### src/rtl/rk_job_scheduler.sv
// -----------------------------------------------------------------------------
// rk_job_scheduler
//
// Round-robin scheduler that shares a single RK step engine among R ODE-solve
// requesters. A job (x0, y0, h, step count) is accepted from one requester,
// the engine is started once per RK step with the current (x, y, h), the
// engine's y result is fed back, and x advances by h after every step. When
// the step count is exhausted (or the job aborts) the final y is returned
// tagged with the requester index.
//
// Ports
//   clk, rstn        clock; asynchronous active-low reset
//   i_req_valid[R]   per-requester job request
//   o_req_ready[R]   one-hot accept, asserted only in the GRANT cycle
//   i_req_x0/y0/h    R packed WIDTH-bit signed operands (requester r at [r*WIDTH +: WIDTH])
//   i_req_steps      R packed SW-bit step counts (requester r at [r*SW +: SW])
//   o_eng_start      one-cycle pulse: engine begins a step
//   o_eng_x/y/h      engine operands, stable from start until done
//   i_eng_done       one-cycle pulse: step complete, i_eng_y valid
//   o_rsp_valid      result available; id/y/err held until i_rsp_ready
//   o_rsp_id/y/err   requester index, final y, abort flag
//   o_busy           high in every state except IDLE
// -----------------------------------------------------------------------------
`timescale 1ns/1ps
module rk_job_scheduler #(
  parameter  int WIDTH    = 32,
  parameter  int R        = 4,
  parameter  int MAX_STEP = 1000,
  parameter  int TIMEOUT  = 4096,
  localparam int SW       = $clog2(MAX_STEP + 1),
  localparam int IDW      = (R > 1) ? $clog2(R) : 1
) (
  input  logic               clk,
  input  logic               rstn,
  input  logic [R-1:0]       i_req_valid,
  output logic [R-1:0]       o_req_ready,
  input  logic [R*WIDTH-1:0] i_req_x0,
  input  logic [R*WIDTH-1:0] i_req_y0,
  input  logic [R*WIDTH-1:0] i_req_h,
  input  logic [R*SW-1:0]    i_req_steps,
  output logic               o_eng_start,
  output logic [WIDTH-1:0]   o_eng_x,
  output logic [WIDTH-1:0]   o_eng_y,
  output logic [WIDTH-1:0]   o_eng_h,
  input  logic               i_eng_done,
  input  logic [WIDTH-1:0]   i_eng_y,
  output logic               o_rsp_valid,
  input  logic               i_rsp_ready,
  output logic [IDW-1:0]     o_rsp_id,
  output logic [WIDTH-1:0]   o_rsp_y,
  output logic               o_rsp_err,
  output logic               o_busy
);

  localparam int TW = $clog2(TIMEOUT + 1);

  typedef enum logic [2:0] {
    S_IDLE  = 3'd0,
    S_GRANT = 3'd1,
    S_START = 3'd2,
    S_WAIT  = 3'd3,
    S_RESP  = 3'd4
  } state_t;

  state_t r_state;
  state_t w_state_next;

  // Job context
  logic [WIDTH-1:0] r_x;
  logic [WIDTH-1:0] r_y;
  logic [WIDTH-1:0] r_h;
  logic [SW-1:0]    r_rem;
  logic [IDW-1:0]   r_id;
  logic [IDW-1:0]   r_rr;
  logic             r_err;
  logic [TW-1:0]    r_tmo;

  // Per-requester views of the packed request buses
  logic [WIDTH-1:0] w_x0    [R];
  logic [WIDTH-1:0] w_y0    [R];
  logic [WIDTH-1:0] w_h0    [R];
  logic [SW-1:0]    w_steps [R];

  genvar gi;
  generate
    for (gi = 0; gi < R; gi++) begin : g_unpack
      assign w_x0[gi]    = i_req_x0[gi*WIDTH +: WIDTH];
      assign w_y0[gi]    = i_req_y0[gi*WIDTH +: WIDTH];
      assign w_h0[gi]    = i_req_h[gi*WIDTH +: WIDTH];
      assign w_steps[gi] = i_req_steps[gi*SW +: SW];
    end
  endgenerate

  // ---------------------------------------------------------------------------
  // Round-robin pick: lowest valid index strictly above r_rr wins; if there is
  // none, wrap around to the lowest valid index at or below r_rr. The second
  // loop overrides the first so "above r_rr" always has priority.
  // ---------------------------------------------------------------------------
  logic           w_gnt_any;
  logic [IDW-1:0] w_gnt_idx;

  always_comb begin
    w_gnt_any = 1'b0;
    w_gnt_idx = '0;
    for (int i = R - 1; i >= 0; i--) begin
      if (i_req_valid[i] && (IDW'(i) <= r_rr)) begin
        w_gnt_any = 1'b1;
        w_gnt_idx = IDW'(i);
      end
    end
    for (int i = R - 1; i >= 0; i--) begin
      if (i_req_valid[i] && (IDW'(i) > r_rr)) begin
        w_gnt_any = 1'b1;
        w_gnt_idx = IDW'(i);
      end
    end
  end

  logic [WIDTH-1:0] w_sel_x0;
  logic [WIDTH-1:0] w_sel_y0;
  logic [WIDTH-1:0] w_sel_h;
  logic [SW-1:0]    w_sel_steps;
  logic             w_steps_zero;
  logic             w_steps_over;
  logic             w_last_step;
  logic             w_tmo_hit;

  assign w_sel_x0     = w_x0[w_gnt_idx];
  assign w_sel_y0     = w_y0[w_gnt_idx];
  assign w_sel_h      = w_h0[w_gnt_idx];
  assign w_sel_steps  = w_steps[w_gnt_idx];
  assign w_steps_zero = (w_sel_steps == '0);
  // The step field can encode values above MAX_STEP; such jobs are rejected.
  assign w_steps_over = (32'(w_sel_steps) > 32'(MAX_STEP));
  // r_rem counts steps still owed including the one in flight.
  assign w_last_step  = (r_rem == SW'(1));
  // WAIT lasts at most TIMEOUT cycles without a done pulse.
  assign w_tmo_hit    = (r_tmo == TW'(TIMEOUT - 1));

  // ---------------------------------------------------------------------------
  // FSM state register
  // ---------------------------------------------------------------------------
  always_ff @(posedge clk or negedge rstn) begin
    if (!rstn) begin
      r_state <= S_IDLE;
    end else begin
      r_state <= w_state_next;
    end
  end

  // ---------------------------------------------------------------------------
  // FSM next state and decoded outputs
  // ---------------------------------------------------------------------------
  always_comb begin
    w_state_next = r_state;
    o_req_ready  = '0;
    o_eng_start  = 1'b0;
    o_rsp_valid  = 1'b0;
    o_busy       = (r_state != S_IDLE);
    case (r_state)
      S_IDLE: begin
        if (|i_req_valid) begin
          w_state_next = S_GRANT;
        end
      end
      S_GRANT: begin
        // A requester may have dropped valid since IDLE; with nothing left to
        // grant, fall back to IDLE rather than accept a phantom job.
        if (w_gnt_any) begin
          o_req_ready[w_gnt_idx] = 1'b1;
          if (w_steps_zero || w_steps_over) begin
            w_state_next = S_RESP;
          end else begin
            w_state_next = S_START;
          end
        end else begin
          w_state_next = S_IDLE;
        end
      end
      S_START: begin
        o_eng_start  = 1'b1;
        w_state_next = S_WAIT;
      end
      S_WAIT: begin
        // A done arriving in the same cycle as the timeout still counts.
        if (i_eng_done) begin
          w_state_next = w_last_step ? S_RESP : S_START;
        end else if (w_tmo_hit) begin
          w_state_next = S_RESP;
        end
      end
      S_RESP: begin
        o_rsp_valid = 1'b1;
        if (i_rsp_ready) begin
          w_state_next = S_IDLE;
        end
      end
      default: begin
        w_state_next = S_IDLE;
      end
    endcase
  end

  // ---------------------------------------------------------------------------
  // Job context datapath
  // ---------------------------------------------------------------------------
  always_ff @(posedge clk or negedge rstn) begin
    if (!rstn) begin
      r_x   <= '0;
      r_y   <= '0;
      r_h   <= '0;
      r_rem <= '0;
      r_id  <= '0;
      r_rr  <= IDW'(R - 1);
      r_err <= 1'b0;
      r_tmo <= '0;
    end else begin
      case (r_state)
        S_GRANT: begin
          if (w_gnt_any) begin
            r_x   <= w_sel_x0;
            r_y   <= w_sel_y0;
            r_h   <= w_sel_h;
            r_rem <= w_sel_steps;
            r_id  <= w_gnt_idx;
            r_rr  <= w_gnt_idx;
            r_err <= w_steps_over;
          end
        end
        S_START: begin
          r_tmo <= '0;
        end
        S_WAIT: begin
          if (i_eng_done) begin
            r_y   <= i_eng_y;
            r_x   <= r_x + r_h;        // plain modular wrap, no saturation
            r_rem <= r_rem - 1'b1;
          end else begin
            r_tmo <= r_tmo + 1'b1;
            if (w_tmo_hit) begin
              r_err <= 1'b1;           // y keeps the last committed step
            end
          end
        end
        default: begin
        end
      endcase
    end
  end

  assign o_eng_x   = r_x;
  assign o_eng_y   = r_y;
  assign o_eng_h   = r_h;
  assign o_rsp_id  = r_id;
  assign o_rsp_y   = r_y;
  assign o_rsp_err = r_err;

endmodule
### config.mk
export PLATFORM = sky130hd
export DESIGN_NAME = rk_job_scheduler
export DESIGN_NICKNAME = d
export VERILOG_FILES = /design/src/rtl/rk_job_scheduler.sv
export SDC_FILE = /design/constraint.sdc
export NUM_CORES = 1
export LEC_CHECK = 0
export ABC_CLOCK_PERIOD_IN_PS = 6700
export CAP_MARGIN = 40
export CORE_AREA = 4 4 229 231
export CTS_BUF_LIST = sky130_fd_sc_hd__clkbuf_8
export CTS_CLUSTER_SIZE = 14
export DETAILED_ROUTE_END_ITERATION = 7
export DIE_AREA = 0 0 233 235
export GPL_TIMING_DRIVEN = 0
export SLEW_MARGIN = 20
export SYNTH_ARGS = -nofsm -noshare
export SYNTH_HDL_FRONTEND = slang
export SYNTH_SLANG_ARGS = --single-unit
export TNS_END_PERCENT = 30
### constraint.sdc
create_clock -name clk -period 6.7 [get_ports clk]
set_input_delay 2.01 -clock clk [delete_from_list [all_inputs] [get_ports clk]]
set_output_delay 2.01 -clock clk [all_outputs]
set_load 0.01 [all_outputs]
==> results.cfg, run 1 <==
[floorplan]
fp-row-count = 82
die_height_um = 235
die_width_um = 233
top_level_ports = 602
floorplan.initialDensity_pct = 21.1
floorplan.die_area_mm2 = 0.0548
core_mm2 = 0.0501

[grt]
largest_net_degree_at_the_start_of_global_routing = 86
global_route.usage.total_pct = 24.0
grt-ovfl-total = 0
grt_antenna_before_repair = 3
grt_pass1_wl_mm = 97.9
first_global_vias = 14600

[timing]
finalHoldViolations = 0
finalClockSkew_ps = 18.8
slew-limit-headroom_pct = 43.8
setup_repair_after_global_routing_missed_its_margin = true
worst_slack_ps = 91.1
tightestPinTransition_ps = 844
final_clock_period_utilization_by_the_worst_path_pct = 98.6
finalSetupViolations = 0
fmax_mhz = 151
period_minus_slack_ps = 6610
timing_max_transition_violations_final = 0

[clocking]
cts_made_buffers = 17
clock_tree.htree_level_count = 4
clk_pin_slew_ps = 90
cts_num_sinks = 127
cts_hold_repair.buffers = 0
cts_tree = done
clock_latency_ps = 490
clockBufferDepth = 2
ctsRootBufferMaster = sky130_fd_sc_hd__clkbuf_8

[drt]
vias = 14200
drt-wirelength-per-cell_um = 24.0
drt_iter0_markers = 911
firstDrtPassIters = 6
remaining_drc_errors = 0
vias_per_cell = 5.00
drtAntennaViolNets = 0
wl_mm = 68.3

[placement]
pre_cts_ws_ps = -660
finalWeightedCongestion = 0.913
port_buffers = 600
dpl.hpwl_mm = 55.6

[worst_hold_path]
min_path_type = reg -> reg
worstHoldStart = o_rsp_id[1]
worstHoldEndpoint = o_rsp_id[1]
timing.hold.worst_path_depth = 2

[yosys]
synth_top_cells_by_area = sky130_fd_sc_hd__dfrtp_1 (30%), sky130_fd_sc_hd__nand2_1 (15%), sky130_fd_sc_hd__nand3_1 (8.0%)
synth.top_cell.area_share_pct = 29.6
netlist_instances = 1527
synth-async-reset-ratio_pct = 100
synth.avg_cell_area_um2 = 6.92
synth-edff-count = 0
postSynth.topFlopCell = sky130_fd_sc_hd__dfrtp_1
seq_area_frac_synth_pct = 30.1
mappedNetlistArea_mm2 = 0.0106
yosysWarnings = 0
synth_fp_nets = 2026
post-synth-top-area-cell = sky130_fd_sc_hd__dfrtp_1
synth_seq_cells = 127
yosys.cell_types.count = 66

[power]
irDropWorstVdd_mv = 0.182
power_density_mw_per_mm2 = 482
fin_total_pwr_mw = 8.71
p_leak_nw = 7.45

[setup_path]
path_max_fanout = 17
worstReg2RegStart = o_eng_h[0]
r2r_endpoint = o_eng_x[26]
cp.arrival_ps = 4600
timing.reg2reg.setup_slack_ps = 3080
worstPathRequired_ps = 4690
r2r_cells = 13
start_kind = input pin
timing.setup.critical_path_class = in -> out
critical_path.endpoint_type = output port

[finish]
mostFrequentLayoutCells = sky130_fd_sc_hd__clkdlybuf4s50_1 (596), sky130_fd_sc_hd__nand2_1 (432), sky130_fd_sc_hd__nand3_1 (169)
drive_gt1_share_pct = 5.48
layout_commonest_cell = sky130_fd_sc_hd__clkdlybuf4s50_1
fin_nets = 2657
area_delta_synth_final_pct = 70.8

[flow_run]
drv.max_cap_violation_count = 0

[run_status]
run_status = finished, final reports clean
[what timing repair did]
action / CTS / global route
pin swaps: 1 / 1
buffers inserted: 1 / 1
gates resized for setup: 12 / 9
endpoints found under the setup margin: 4 / 3
[power breakdown]
group	internal [mW]	total (mW)	leakage, nW	switching [mW]
sequential	1.14	1.54	1.51	0.398
clock	0.387	0.765	0.196	0.378
combinational	2.62	6.41	5.74	3.79
[per-layer routing]
layer	routed length [um]	vias to the layer above	track usage, %
met4	1720	2	6.36
met2	33400	627	41.7
met1	28000	6876	29.6
met3	5120	84	5.58
li1	-	6643	-
met5	7	-	0
[Yosys cell counts (14+ instances only)]
library cell	n
sky130_fd_sc_hd__dfrtp_1	125
sky130_fd_sc_hd__nor2_1	100
sky130_fd_sc_hd__ha_1	34
sky130_fd_sc_hd__nor3_1	15
sky130_fd_sc_hd__buf_1	23
sky130_fd_sc_hd__mux2i_1	21
sky130_fd_sc_hd__o221ai_1	21
sky130_fd_sc_hd__a21oi_1	72
sky130_fd_sc_hd__inv_1	14
sky130_fd_sc_hd__o22ai_1	63
sky130_fd_sc_hd__a21o_1	19
sky130_fd_sc_hd__nand3_1	170
sky130_fd_sc_hd__nand2_1	432
sky130_fd_sc_hd__buf_2	16
sky130_fd_sc_hd__a31oi_1	49
sky130_fd_sc_hd__o21ai_0	89
sky130_fd_sc_hd__buf_4	34
sky130_fd_sc_hd__clkbuf_1	71
[per-stage QoR]
stage | instance area (um2) | TNS (ps) | instances | util, % | hold WS, ps
after floorplan | 10600 | 0 | 1527 | - | 468
after global placement | 17400 | -273310 | 2799 | 34.8 | 463
after detailed placement | 17600 | -2290 | 2811 | 35.1 | 467
after CTS | 18000 | -102 | 2841 | 36.0 | 488
after global routing | 18100 | -41.7 | 2843 | 36.1 | 539
final | 18100 | 0 | 2845 | 36.1 | 492
[how the worst max path moves through the flow]
stage	start	endpoint	depth (start not counted)
3_5_place_dp	i_req_valid[1]	o_req_ready[3]	10
3_3_place_gp	rstn	o_eng_h[6]	1
5_1_grt	i_req_valid[3]	o_req_ready[1]	8
6_report	i_req_valid[3]	o_req_ready[3]	9
2_1_floorplan	i_req_valid[2]	o_req_ready[1]	9
4_1_cts	i_req_valid[3]	o_req_ready[0]	10
[sequential cells by signal (all words and copies together), names as in the netlist]
register / cells
o_eng_y: 32
r_state: 3
r_rem: 10
o_rsp_id: 2
r_rr: 2
o_eng_x: 32
r_tmo: 13
o_rsp_err: 1
o_eng_h: 32
[area by class of cell]
type	count	area (um2)
sequential	127	3180
buffer	141	709
timing repair buffer	615	6180
antenna	2	5.00
multi-input combinational	1242	6660
clock buffer	19	262
tap	672	841
clock inverter	13	163
inverter	14	52.6
fill	5402	32000
[critical path: stages]
cell and delay (ps):
sky130_fd_sc_hd__clkdlybuf4s50_1 570, sky130_fd_sc_hd__nor2b_1 200, sky130_fd_sc_hd__nor2_1 100, sky130_fd_sc_hd__a221oi_4 400
sky130_fd_sc_hd__clkbuf_2 230, sky130_fd_sc_hd__buf_6 240, sky130_fd_sc_hd__nand2_1 140, sky130_fd_sc_hd__nor2_1 120
sky130_fd_sc_hd__clkdlybuf4s50_1 560
[kinds of logic after synthesis]
| group | Yosys count | share of synthesized area, % |
|---|---|---|
| and+or+nand+nor | 787 | 32.2 |
| AOI/OAI and AO/OA | 376 | 22.6 |
| buffers and inverters | 158 | 7.01 |
| DFF | 127 | 30.1 |
| adders and majority gates | 35 | 4.21 |
| xor gates and xnor gates | 23 | 1.91 |
| muxes | 21 | 1.99 |
(Power assumes the default switching activity.)
==> run 2, diff against run 1 <==
--- a/config.mk
+++ b/config.mk
@@ -13,7 +13,7 @@
 export DETAILED_ROUTE_END_ITERATION = 7
 export DIE_AREA = 0 0 233 235
 export GPL_TIMING_DRIVEN = 0
-export SLEW_MARGIN = 20
+export SLEW_MARGIN = 40
 export SYNTH_ARGS = -nofsm -noshare
 export SYNTH_HDL_FRONTEND = slang
 export SYNTH_SLANG_ARGS = --single-unit
==> run 2 against run 1 <==
  * Critical path depth fell by 1
  * Highest routed layer unchanged
  * Sequential power is essentially flat
  * Critical path type unchanged
  * Final area decreased by 0.46%
  * Clock-buffer cell count is the same
  * First-iteration DRC count increased by 6.8%
  * Core utilization decreased by 0.16 points
  * Sequential share of layout area grew 0.081 points
==> results.cfg, run 2 (same netlist as run 1, synthesis figures left out) <==
[run_status]
run_status = finished, final reports clean

[drt]
remaining_drc_errors = 0
drt-wirelength-per-cell_um = 23.8
wl_mm = 67.5
drt_iter0_markers = 973
vias = 14100
drtAntennaViolNets = 0
vias_per_cell = 4.99
firstDrtPassIters = 5

[floorplan]
fp-row-count = 82
die_height_um = 235
floorplan.die_area_mm2 = 0.0548
core_mm2 = 0.0501
floorplan.initialDensity_pct = 21.1
die_width_um = 233
top_level_ports = 602

[finish]
area_delta_synth_final_pct = 70.0
postLayoutCoreUtil_pct = 35.9
fin_nets = 2645
final_cell_count_no_fill = 2833
layout_commonest_cell = sky130_fd_sc_hd__clkdlybuf4s50_1
fillCellCount = 5425
drive_gt1_share_pct = 5.42
mostFrequentLayoutCells = sky130_fd_sc_hd__clkdlybuf4s50_1 (596), sky130_fd_sc_hd__nand2_1 (432), sky130_fd_sc_hd__nand3_1 (168)

[clocking]
clock_tree.htree_level_count = 4
cts_num_sinks = 127
cts_hold_repair.buffers = 0
cts_made_buffers = 17
clockBufferDepth = 2
ctsRootBufferMaster = sky130_fd_sc_hd__clkbuf_8
cts_tree = done
clk_pin_slew_ps = 90
clock_latency_ps = 490

[timing]
period_minus_slack_ps = 6560
finalHoldViolations = 0
finalSetupViolations = 0
tightestPinTransition_ps = 831
fmax_mhz = 152
slew-limit-headroom_pct = 44.6
setup_repair_after_global_routing_missed_its_margin = false
final_clock_period_utilization_by_the_worst_path_pct = 98.0
timing_max_transition_violations_final = 0
finalHoldWorstSlack_ps = 501
finalClockSkew_ps = 18.0
worst_slack_ps = 136

[power]
irDropWorstVdd_mv = 0.182
p_leak_nw = 7.41
power.internal_mw = 4.09
seqPwrFrac_pct = 18.0
clockPowerShare_pct = 8.8
comb_power_share_pct = 73.2
netSwitchingPower_mw = 4.52
switching_share_pct = 52.5
power_density_mw_per_mm2 = 479

[grt]
global_route.usage.total_pct = 23.7
grt_pass1_wl_mm = 96.5
grt_antenna_before_repair = 3
largest_net_degree_at_the_start_of_global_routing = 50
first_global_vias = 14400
grt-ovfl-total = 0

[setup_path]
critical_path.endpoint_type = output port
start_kind = input pin
timing.setup.critical_path_class = in -> out
path_max_fanout = 19
cp.arrival_ps = 4550
worstPathRequired_ps = 4690

[placement]
pre_cts_ws_ps = -700
port_buffers = 600
finalWeightedCongestion = 0.913
post-place-cells = 2801
dpl.hpwl_mm = 55.0

[worst_hold_path]
min_path_type = reg -> reg

[flow_run]
drv.max_cap_violation_count = 0
-- run 2: worst paths after layout --
check	start	slack (ps)	end	depth (start not counted)
worst max-delay path	i_req_valid[3]	140	o_req_ready[3]	8
worst max register to register	o_eng_h[0]	3100	o_eng_x[26]	13
max in group asynchronous	rstn	4400	o_eng_h[8]	3
worst min-delay path	o_rsp_id[1]	500	o_rsp_id[1]	2
worst min register to register	o_rsp_id[1]	500	o_rsp_id[1]	2
min in group asynchronous	rstn	1380	o_eng_y[8]	1
-- run 2: cell type report --
class / instances / area [um2] / area share, %
antenna: 2 / 5.00 / 0.0278
buffer: 140 / 716 / 3.98
clock buffer: 19 / 262 / 1.45
clock inverter: 13 / 163 / 0.905
inverter: 14 / 52.6 / 0.292
multi-input combinational: 1242 / 6670 / 37.1
sequential: 127 / 3180 / 17.7
tap: 672 / 841 / 4.68
timing repair buffer: 604 / 6080 / 33.9
-- run 2: routing by layer --
metal	wire, um	part of all wire (%)	global-route usage [%]
met1	28100	42	29.5
met2	33600	50	41.9
met3	4410	6.5	4.97
met4	1390	2.1	5.56
met5	14	0.021	0
-- run 2: power groups by stage --
stage	clock network (mW)	logic, mW	registers (mW)
after CTS	0.782	6.35	1.55
after global routing	0.809	6.88	1.59
after floorplan	0	3.39	1.53
final	0.762	6.30	1.55
after global placement	0	6.25	1.54
after detailed placement	0	6.30	1.56
-- run 2: worst max-delay path, stage by stage --
cell and delay (ps):
sky130_fd_sc_hd__clkdlybuf4s50_1 560, sky130_fd_sc_hd__nor2b_1 200, sky130_fd_sc_hd__nor2_1 100, sky130_fd_sc_hd__a221oi_4 370, sky130_fd_sc_hd__clkbuf_4 430, sky130_fd_sc_hd__nand2_1 170
sky130_fd_sc_hd__nor2_1 110, sky130_fd_sc_hd__clkdlybuf4s50_1 560
-- run 2: what timing repair did --
item	4_1_cts	5_1_grt
setup buffers	1	1
pin swaps	1	1
gates resized for setup	13	10
endpoints found under the setup margin	4	4
-- run 2: per-stage QoR --
step	instance area (um2)	power [mW]	TNS [ps]
after floorplan	10600	4.92	0
after global placement	17400	7.79	-273310
after detailed placement	17500	7.86	-2370
after CTS	17900	8.68	-96.9
after global routing	18000	9.28	0
final	18000	8.61	0
